`src/rtl/countdown_timer.sv`:
```
`default_nettype none
// ============================================================================
// Module   : countdown_timer
// Brief    : Loadable down-counter with a valid/ready load, start/pause and a
//            one-cycle terminal-count pulse. Macro COUNTDOWN_TIMER_AUTO_RELOAD_EN
//            enables periodic reload of the last loaded value.
// Revision : 1.0
// ============================================================================
module countdown_timer #(
  parameter int WIDTH = 4
) (
  input  logic             clk,
  input  logic             clr,
  input  logic             load_valid,
  output logic             load_ready,
  input  logic [WIDTH-1:0] load_value,
  input  logic             start,
  input  logic             pause,
  output logic [WIDTH-1:0] Q,
  output logic             busy,
  output logic             done
);

  typedef enum logic [1:0] {
    S_IDLE  = 2'd0,
    S_ARMED = 2'd1,
    S_RUN   = 2'd2
  } state_t;

  state_t           r_state;
  state_t           w_state_nxt;
  logic [WIDTH-1:0] r_q;
  logic [WIDTH-1:0] w_q_nxt;
  logic             r_done;
  logic             w_done_nxt;
  logic             w_load;
  logic [WIDTH-1:0] w_term_q;
  logic             w_term_stay;

  assign load_ready = (r_state != S_RUN);
  assign busy       = (r_state == S_RUN);
  assign Q          = r_q;
  assign done       = r_done;
  assign w_load     = load_valid && load_ready;

`ifdef COUNTDOWN_TIMER_AUTO_RELOAD_EN
  logic [WIDTH-1:0] r_reload;

  always_ff @(posedge clk or posedge clr) begin
    if (clr) begin
      r_reload <= '0;
    end else if (w_load) begin
      r_reload <= load_value;
    end
  end

  // A zero reload value falls back to the one-shot terminal behaviour.
  assign w_term_q    = r_reload;
  assign w_term_stay = (r_reload != '0);
`else
  assign w_term_q    = '0;
  assign w_term_stay = 1'b0;
`endif

  always_ff @(posedge clk or posedge clr) begin
    if (clr) begin
      r_state <= S_IDLE;
      r_q     <= '0;
      r_done  <= 1'b0;
    end else begin
      r_state <= w_state_nxt;
      r_q     <= w_q_nxt;
      r_done  <= w_done_nxt;
    end
  end

  always_comb begin
    w_state_nxt = r_state;
    w_q_nxt     = r_q;
    w_done_nxt  = 1'b0;
    case (r_state)
      S_IDLE: begin
        if (w_load) begin
          w_q_nxt     = load_value;
          w_state_nxt = S_ARMED;
        end
      end
      S_ARMED: begin
        // A load on the same edge as start takes priority.
        if (w_load) begin
          w_q_nxt = load_value;
        end else if (start) begin
          if (r_q != '0) begin
            w_state_nxt = S_RUN;
          end else begin
            w_done_nxt  = 1'b1;
            w_state_nxt = S_IDLE;
          end
        end
      end
      S_RUN: begin
        if (!pause) begin
          if (r_q == WIDTH'(1)) begin
            w_done_nxt = 1'b1;
            w_q_nxt    = w_term_q;
            if (!w_term_stay) begin
              w_state_nxt = S_IDLE;
            end
          end else begin
            w_q_nxt = r_q - WIDTH'(1);
          end
        end
      end
      default: begin
        w_state_nxt = S_IDLE;
        w_q_nxt     = '0;
      end
    endcase
  end

endmodule
`default_nettype wire
```
`config.mk`:
```
export PLATFORM = sky130hd
export DESIGN_NAME = countdown_timer
export DESIGN_NICKNAME = d
export VERILOG_FILES = /design/src/rtl/countdown_timer.sv
export SDC_FILE = /design/constraint.sdc
export NUM_CORES = 1
export LEC_CHECK = 0
export BUFFER_PORTS_ARGS = -buffer_cell sky130_fd_sc_hd__buf_2
export CORE_AREA = 4 4 41 43
export DETAILED_ROUTE_END_ITERATION = 12
export DIE_AREA = 0 0 45 47
export GPL_TIMING_DRIVEN = 0
export HOLD_SLACK_MARGIN = 0.05
export PLACE_DENSITY = 0.66
export SLEW_MARGIN = 20
export SYNTH_ARGS = -nofsm -noshare
export SYNTH_HDL_FRONTEND = slang
export SYNTH_SLANG_ARGS = --single-unit
```
`constraint.sdc`:
```
create_clock -name clk -period 1.75 [get_ports clk]
set_clock_uncertainty 0.15 [all_clocks]
set_input_delay 0.175 -clock clk [delete_from_list [all_inputs] [get_ports clk]]
set_output_delay 0.175 -clock clk [all_outputs]
set_load 0.01 [all_outputs]
```
==> impl_results.md <==
* Status: complete, but fails checks
* Violated checks: negative setup slack
* Worst hold slack at around 76 ps
* Largest net degree at the start of global routing at 9
* Grt ovf at 0
* Root Buffer: clkbuf_4
* Distinct cell type count after synthesis at 23
* Core Region at 1300 um2
* CP Capture Type: flip-flop
* Die width at 45 um
* RSZ-0062 raised after global routing: true
* YS warnings at 0
* Synth Cell Area at 514 um2
* Top cells by instance count after synthesis: 7 x dfrtp_1, 7 x inv_1, 6 x ha_1, 6 x nand2_1, 5 x o21ai_0
* H-tree levels at 1
* Ant. Diodes at 0
* GR Util met1 at 0.155
* Number of remaining DRC errors at 0
* Hold Path Sink: done
* Synth Area per Inst at 9.18 um2
* Post-synthesis register bit count at 7
* # placed instances at 86
* # IOs at 16
* Initial antenna violation count at 0
* CP peak stage delay at 400 ps
* Slew of the pin with the lowest slew margin at 257 ps
* Critical Path AT at 1800 ps
* # setup viols final at 3
* Worst hold start: start
* Leakage power at 0.000363 uW
* Syn_nets at 71
* Reg-to-Reg End: Q[2]
* Number of global-route vias before repair at 462
* Global route hottest layer: met2
* Routed len/inst at 12.5 um
* Synth top area share at 0.341
* GRT Overall Usage at 0.135
* Worst skew pair latency at between 200 and 300 ps
* GRT met2 Usage at 0.223
* FP Rows at 13
* Synth area leaders: dfrtp_1 34%, ha_1 15%, mux2i_1 5.8%
* Share of cells above drive strength 1 at 0.451
* First-pass GRT wire length at about 2000 um
* Number of buffers created by CTS at 3
* Area of the multi-input gates at around 370 um2
* Final setup margin at -60.8 ps
* Number of vias in the routed layout at approximately 470
* RR Startpoint: Q[1]
* Async SR Flop Fraction at 1.00
* Fill count at approximately 130
* Die Area at 2120 um2
* FF-to-FF setup slack at -60 ps
* Worst setup SP type: flip-flop
* Post-synthesis sequential area ratio at 0.341
* Non-filler instance count after layout at 97
* CP max stage cell: dfrtp_1
* Area delta synth->final at 46.0%
* Final WL at around 1200 um
* Max-Cap Viols at 0
* Crit-path max FO at 3
* Worst Hold Class: input pin to flip-flop
* Period utilization at 1.03
* PortBufs at 15
* 1st-pass router iterations at 1
* Post-synth top area cell: dfrtp_1
* Initial Utilization at 0.395
* Number of DRC markers in iteration 0 at 0
* Clk slew on worst S/H paths at roughly 50 ps
* Fin. Hold Viols at 0
* Register area at 175 um2
* Post-synthesis cell count at 56
* Hpwl dp at 909 um
* Chip Height at roughly 47 um
* Worst r2r path cells at 6
* CTS max path bufs at 2
* Pwr dens at 1800 nW/um2
* Drt via density at 4.84
* CP Class: flip-flop to flip-flop
* Clk sink count at 7
* Relative slew margins at 0.829
* Data required time of the worst path at about 1700 ps
* VDD IR max at 1.08 mV
* Max Freq at approximately 550 MHz
* CTS tree: yes
* Post-layout nets at 98
* Final weighted congestion in routability-driven placement at ~0.8
* Final max-slew violation count at 0
* Met3 Track Usage GR at 0.0690
* Critical Path, Cell by Cell: inv_2 > ha_4 > or3b_4 > buf_4 > a31o_2 > a22o_1
* Cell count of the worst hold path at 3
* Tmin final at 1810 ps
* Post-synth top flop: dfrtp_1
* EDFF count, synth at 0
* ANT nets after route at 0
[through the flow]
| step | total power [uW] | TNS (ps) | utilization | instance area, um2 | setup WS, ps |
|---|---|---|---|---|---|
| final | 1350 | -114 | 0.577 | 751 | -60.8 |
| after global routing | 1480 | -373 | 0.577 | 751 | -133 |
| after CTS | 1310 | -102 | 0.555 | 722 | -63.3 |
| after detailed placement | 1040 | -819 | 0.479 | 623 | -166 |
| after global placement | 1030 | -719 | 0.479 | 623 | -152 |
| after floorplan | 853 | -173 | - | 529 | -40.5 |
[sequential cells by signal, indices dropped and copies added (netlist names)]
| signal | count |
|---|---|
| Q | 4 |
| done | 1 |
| r_state | 2 |
[area by class of cell]
| cell class | count | share of cell area |
|---|---|---|
| multi-input cells | 42 | 0.498 |
| flip-flops and latches | 7 | 0.233 |
| repair buffers | 22 | 0.173 |
| inverters | 7 | 0.0350 |
| well taps | 15 | 0.0250 |
| clock buffers | 4 | 0.0350 |
[repair_timing]
action,4_1_cts,5_1_grt
setup buffers,3,3
setup endpoints to repair,7,5
hold buffers,1,0
pin swaps,2,2
resized for setup,9,5
hold endpoints to repair,7,0
[kinds of logic after synthesis]
group	share of synthesized area
flip-flops	0.341
buffers and inverters	0.0511
adder cells (fa/ha/maj)	0.146
multiplexers	0.0584
AND/OR/NAND/NOR	0.185
AO/OA/AOI/OAI	0.219
[worst max path at each step]
| stage | from | endpoint | slack [ps] | cells past startpoint |
|---|---|---|---|---|
| floorplan | Q[1] | r_state[0] | -40 | 5 |
| global placement | r_state[0] | Q[2] | -150 | 6 |
| detailed placement | r_state[0] | Q[2] | -170 | 6 |
| CTS | Q[1] | r_state[0] | -60 | 5 |
| global route | Q[1] | r_state[0] | -130 | 5 |
| finish | Q[1] | Q[2] | -60 | 6 |
[placed cells by master, fill, tap and decap left out, types with 2 or more instances in the layout]
cell and instances:
nor2_1 3, o21ai_0 2, dfrtp_1 7, a22o_1 2
ha_1 2, o21ai_1 3, nand2_1 6, clkbuf_4 3
ha_2 2, mux2i_1 3, nand2b_1 3, buf_4 6
inv_1 6, buf_2 15, ha_4 2
[layer usage]
layer / part of all wire / wire (um)
met5: 0 / 0
met4: 0.0091 / 11
met3: 0.089 / 108
met1: 0.42 / 508
met2: 0.48 / 584
[worst max-delay path, delay by kind of cell, from the launching register on]
family,cells,cell delay [ps]
compound gates,2,400
fa+ha+maj,1,120
buf+inv,2,230
flops,1,400
simple gates,1,400
[power by group]
part           switching [uW]  leakage [uW]  internal (uW)
Clock                    59.2     0.0000150           87.0
Combinational             441      0.000258            461
Sequential               70.6     0.0000897            230
Total                     571      0.000363            778
No activity file was read; power rests on OpenSTA's default activity.
